## config.mk

```make
export PLATFORM = sky130hd
export DESIGN_NAME = spi_controller
export DESIGN_NICKNAME = d
export VERILOG_FILES = /design/src/rtl/spi_controller.sv
export SDC_FILE = /design/constraint.sdc
export NUM_CORES = 1
export LEC_CHECK = 0
export CAP_MARGIN = 20
export CORE_ASPECT_RATIO = 0.5
export CORE_UTILIZATION = 48
export CTS_BUF_LIST = sky130_fd_sc_hd__clkbuf_4 sky130_fd_sc_hd__clkbuf_8 sky130_fd_sc_hd__clkbuf_16
export DETAILED_ROUTE_END_ITERATION = 6
export GPL_ROUTABILITY_DRIVEN = 1
export MAX_ROUTING_LAYER = met4
export PLACE_DENSITY = 0.75
export RECOVER_POWER = 50
export SETUP_SLACK_MARGIN = 0.2
export SYNTH_ARGS = -nofsm -noshare
export SYNTH_HDL_FRONTEND = slang
export SYNTH_SLANG_ARGS = --single-unit
```

## constraint.sdc

```tcl
create_clock -name clk -period 1.7 [get_ports clk]
set_input_delay 0.34 -clock clk [delete_from_list [all_inputs] [get_ports clk]]
set_output_delay 0.34 -clock clk [all_outputs]
set_load 0.03 [all_outputs]
```

## src/rtl/spi_controller.sv

```systemverilog
// rtl/spi_controller.sv - SPI mode-0 initiator serialising {rw, addr[6:0], data[7:0]} frames MSB first
module spi_controller #(
    parameter int CLK_DIV  = 4,
    parameter int CS_SETUP = 2,
    parameter int CS_HOLD  = 2,
    parameter int CS_IDLE  = 4
) (
    input  logic       clk,
    input  logic       rst_n,
    input  logic       req_valid,
    output logic       req_ready,
    input  logic       req_rw,
    input  logic [6:0] req_addr,
    input  logic [7:0] req_data,
    output logic       busy,
    output logic       done,
    output logic       spi_ncs,
    output logic       spi_copi,
    output logic       spi_sclk
);
    localparam int MAX_AB  = (CLK_DIV > CS_SETUP) ? CLK_DIV : CS_SETUP;
    localparam int MAX_CD  = (CS_HOLD > CS_IDLE) ? CS_HOLD : CS_IDLE;
    localparam int MAX_CNT = (MAX_AB > MAX_CD) ? MAX_AB : MAX_CD;
    localparam int CW      = $clog2(MAX_CNT) + 1;

    localparam logic [CW-1:0] DIV_LD   = CW'(CLK_DIV - 1);
    localparam logic [CW-1:0] SETUP_LD = CW'(CS_SETUP - 1);
    localparam logic [CW-1:0] HOLD_LD  = CW'(CS_HOLD - 1);
    localparam logic [CW-1:0] IDLE_LD  = CW'(CS_IDLE - 1);

    typedef enum logic [2:0] {
        IDLE,
        SETUP,
        SHIFT_LO,
        SHIFT_HI,
        HOLD,
        GAP
    } state_t;

    state_t        state_q, state_d;
    logic [CW-1:0] cnt_q, cnt_d;
    logic [3:0]    bit_cnt_q, bit_cnt_d;
    logic [15:0]   shift_q, shift_d;
    logic          ncs_q, ncs_d;
    logic          sclk_q, sclk_d;
    logic          copi_q, copi_d;
    logic          busy_q, busy_d;
    logic          done_q, done_d;

    always_ff @(posedge clk or negedge rst_n) begin
        if (!rst_n) begin
            state_q   <= IDLE;
            cnt_q     <= '0;
            bit_cnt_q <= '0;
            shift_q   <= '0;
            ncs_q     <= 1'b1;
            sclk_q    <= 1'b0;
            copi_q    <= 1'b0;
            busy_q    <= 1'b0;
            done_q    <= 1'b0;
        end else begin
            state_q   <= state_d;
            cnt_q     <= cnt_d;
            bit_cnt_q <= bit_cnt_d;
            shift_q   <= shift_d;
            ncs_q     <= ncs_d;
            sclk_q    <= sclk_d;
            copi_q    <= copi_d;
            busy_q    <= busy_d;
            done_q    <= done_d;
        end
    end

    // Each phase counts cnt down to zero; the last cycle of a phase is where the next one is set up.
    always_comb begin
        state_d   = state_q;
        cnt_d     = cnt_q;
        bit_cnt_d = bit_cnt_q;
        shift_d   = shift_q;
        ncs_d     = ncs_q;
        sclk_d    = sclk_q;
        copi_d    = copi_q;
        busy_d    = busy_q;
        done_d    = 1'b0;

        case (state_q)
            IDLE: begin
                if (req_valid) begin
                    state_d   = SETUP;
                    shift_d   = {req_rw, req_addr, req_data};
                    bit_cnt_d = '0;
                    cnt_d     = SETUP_LD;
                    ncs_d     = 1'b0;
                    sclk_d    = 1'b0;
                    copi_d    = req_rw;
                    busy_d    = 1'b1;
                end
            end
            SETUP: begin
                copi_d = shift_q[15];
                if (cnt_q == '0) begin
                    state_d = SHIFT_LO;
                    cnt_d   = DIV_LD;
                end else begin
                    cnt_d = cnt_q - 1'b1;
                end
            end
            SHIFT_LO: begin
                if (cnt_q == '0) begin
                    state_d = SHIFT_HI;
                    cnt_d   = DIV_LD;
                    sclk_d  = 1'b1;
                end else begin
                    cnt_d = cnt_q - 1'b1;
                end
            end
            SHIFT_HI: begin
                if (cnt_q == '0) begin
                    sclk_d = 1'b0;
                    if (bit_cnt_q != 4'd15) begin
                        state_d   = SHIFT_LO;
                        cnt_d     = DIV_LD;
                        shift_d   = {shift_q[14:0], 1'b0};
                        copi_d    = shift_q[14];
                        bit_cnt_d = bit_cnt_q + 4'd1;
                    end else begin
                        state_d = HOLD;
                        cnt_d   = HOLD_LD;
                    end
                end else begin
                    cnt_d = cnt_q - 1'b1;
                end
            end
            HOLD: begin
                if (cnt_q == '0) begin
                    state_d = GAP;
                    cnt_d   = IDLE_LD;
                    ncs_d   = 1'b1;
                    copi_d  = 1'b0;
                    done_d  = 1'b1;
                end else begin
                    cnt_d = cnt_q - 1'b1;
                end
            end
            GAP: begin
                if (cnt_q == '0) begin
                    state_d = IDLE;
                    cnt_d   = '0;
                    busy_d  = 1'b0;
                end else begin
                    cnt_d = cnt_q - 1'b1;
                end
            end
            default: begin
                state_d = IDLE;
                cnt_d   = '0;
                ncs_d   = 1'b1;
                sclk_d  = 1'b0;
                copi_d  = 1'b0;
                busy_d  = 1'b0;
            end
        endcase
    end

    assign req_ready = (state_q == IDLE);
    assign busy      = busy_q;
    assign done      = done_q;
    assign spi_ncs   = ncs_q;
    assign spi_copi  = copi_q;
    assign spi_sclk  = sclk_q;

endmodule

```

==> results.toml <==
[synthesis]
yosysTopAreaCellShare_pct = 45.1
yosysTopAreaCell = "dfrtp_1"
synth-async-reset-ratio_pct = 100
synth_edf_count = 0
synth_area_um2 = 1660
syn_nets = 187
ys_seq_elements = 31
synthTopCellsByArea = "dfrtp_1, o2bb2ai_1, a31oi_1"
synth_seq_area_share_pct = 46.7
synth_area_per_cell_um2 = 10.1
yosys_warnings = 0
yosys.cell_types.count = 45
synthFlopType = "dfrtp_1"
synthCells = 165

[setup_path]
critPathArrivalTime_ps = 1790
critPathCaptureType = "flip-flop"
slowest_stage = "or4b_4"
crit_family = "simple AND/OR/NAND/NOR gates"
critPathLaunchType = "flip-flop"
crit_chain = "or4b_4 > nand2_4 > o21ai_4 > a221o_1"
worstPathMaxFanout = 7
worstPathRequired_ps = 1870
slowest_delay_ps = 570
crit_type = "reg2reg"
crit_buf_inv = 0

[floorplanning]
die-area_um2 = 3720
core_um2 = 3150
die_w_um = 85.2
ios = 25
start_util_pct = 52.7
num_rows = 14
die_y_um = 43.6

[finish]
area.sequential_um2 = 778
area_growth_pct = 47.0
drive_gt1_share_pct = 34.6
multi_input_area_um2 = 1010
stdcell_count = 254
nets = 235
final_util_pct = 77.5
nFillCells = 197
diodes = 0

[timing]
fin_hold_ws_ps = 472
finalCritPeriodShare_pct = 95.0
finalHoldViolations = 0
setup_tns_ps = 0
max-slew-margin-rel_pct = 48.9
setup_violations = 0
grt_setup_unrepaired = "yes"
slew_viol_final = 0
clock.fmax_mhz = 620
clock_skew_ps = 6.53
min_period_ps = 1610
max_slew.worst_pin.slew_ps = 767

[job]
drv_cap = 0

[clocking]
holdBufCountCts = 0
tritoncts_num_sinks = 31
cts_buffer_depth = 2
cts.clk_slew.worst_paths_ps = 70
cts_tree = "done"
cts_root_buffer = "clkbuf_8"
cts_made_buffers = 5
htreeDepth = 2
clkLatencyLatePin_ps = 290

[pwr]
powerDensity_nw_per_um2 = 1790
vdd.ir_drop.worst_mv = 0.868
p_leak_nw = 1.06

[drt]
via_per_inst = 5.92
dr.pass1.iters = 6
wl_per_cell_um = 16.8
vias = 1504
drc_errors = 0
drt_iter0_markers = 100
wirelength_um = 4260
ant_nets = 0

[place]
portBuffers = 24
dp_cells = 237
place.gp.congestion = 0.829
dpl.hpwl_um = 2400

[grt]
first_global_vias = 1476
grt_usage_pct = 25.9
grt_max_degree = 32
grt_overflow = 0
antenna_found_initial = 0
grt_first_pass_wirelength_um = 6910

[worst_hold_path]
min_path_type = "reg2reg"

[run_status]
status = "finished, final reports clean"
-- flip-flops by register name, summed over array words and instances (netlist names) --
signal and count:
shift_q 16, bit_cnt_q 4, cnt_q 3, state_q 3, busy 1, done 1, spi_copi 1, spi_ncs 1
spi_sclk 1
-- report_power, final --
part	switching (W)	internal [W]
Combinational	0.00127	0.00127
Sequential	0.000217	0.00102
Clock	0.000291	0.000302
Total	0.00178	0.00259
-- Yosys cell counts, types with 2 or more instances --
library cell,instances
a211oi_1,2
nor3b_1,2
a21oi_1,5
nand2_1,7
nor2b_1,2
o2bb2ai_1,15
nand3_1,3
and3_1,2
a31oi_1,15
or2b_1,2
nand2b_1,2
nor3_1,5
and2_1,14
dfrtp_1,30
inv_1,3
ha_1,3
nor2_1,7
o21ai_0,6
a22o_1,2
mux2i_1,2
buf_2,6
clkbuf_1,6
and3b_1,2
-- what timing repair did --
action / 4_1_cts / 5_1_grt
setup endpoints to repair: 29 / 26
setup buffers: 6 / 2
endpoints found under the hold margin: 0 / 0
cloned: 1 / 0
gates resized for setup: 36 / 14
pin swaps: 18 / 4
-- routing by layer --
layer / global-route usage (%) / share of wire [%] / routed length, um / vias to the layer above
li1: - / - / - / 715
met1: 31.6 / 47 / 2000 / 757
met5: - / 0 / 0 / -
met2: 41.5 / 49 / 2090 / 28
met3: 7.43 / 3.2 / 138 / 4
met4: 10.2 / 0.89 / 38 / 0
-- tightest hold or removal path, delay by kind of cell, from the launching register on --
kind | cells | cell delay [ps]
AND/OR/NAND/NOR | 2 | 100
flip-flops | 1 | 340
-- area by class of cell --
cell class                 count  area share, %
clock buffer                   6           3.12
multi-input combinational    118           41.2
tap                           40           2.05
sequential                    31           31.8
timing repair buffer          54           20.8
clock inverter                 2          0.512
inverter                       3          0.461
-- cells by family (layout without fill, tap and decap cells) --
family / count (synthesis) / after routing / share of synthesized area, %
AO/OA/AOI/OAI: 58 / 58 / 26.0
adder cells (fa/ha/maj): 3 / 3 / 2.26
buffers and inverters: 16 / 65 / 4.06
flip-flops: 31 / 31 / 46.7
multiplexers: 3 / 3 / 1.88
AND/OR/NAND/NOR: 54 / 54 / 19.0
-- path summary, 6_finish.rpt --
path | to | start | depth (start not counted) | slack (ps)
max | shift_q[15]$_DFFE_PN0P_ | state_q[1]$_DFFE_PN0P_ | 4 | 90
min | busy$_DFFE_PN0P_ | busy$_DFFE_PN0P_ | 2 | 470
max reg2reg | shift_q[15]$_DFFE_PN0P_ | state_q[1]$_DFFE_PN0P_ | 4 | 90
min reg2reg | busy$_DFFE_PN0P_ | busy$_DFFE_PN0P_ | 2 | 470
max in group asynchronous | state_q[2]$_DFFE_PN0P_ | rst_n | 2 | 500
min in group asynchronous | spi_sclk$_DFFE_PN0P_ | rst_n | 2 | 650
-- per-stage QoR --
stage          instance area, um2  setup WS (ps)  total power [W]
5_1_grt                      2440           68.7          0.00463
3_3_place_gp                 2070           -229          0.00302
2_1_floorplan                1680            129          0.00249
4_1_cts                      2380           96.3          0.00416
3_5_place_dp                 2070           -238          0.00306
6_report                     2440           85.8          0.00437
-- placed cells by master (no fill, tap or decap), types with 7 or more instances in the layout --
| cell type | Yosys | layout |
|---|---|---|
| dfrtp_1 | 30 | 29 |
| clkdlybuf4s50_1 | 0 | 16 |
| and2_1 | 14 | 14 |
| nor2_1 | 7 | 7 |
| nand2_1 | 7 | 7 |
| buf_4 | 0 | 20 |
| a31oi_1 | 15 | 15 |
| buf_6 | 0 | 7 |
| o2bb2ai_2 | 0 | 13 |
Power figures use the tool's default switching activity.
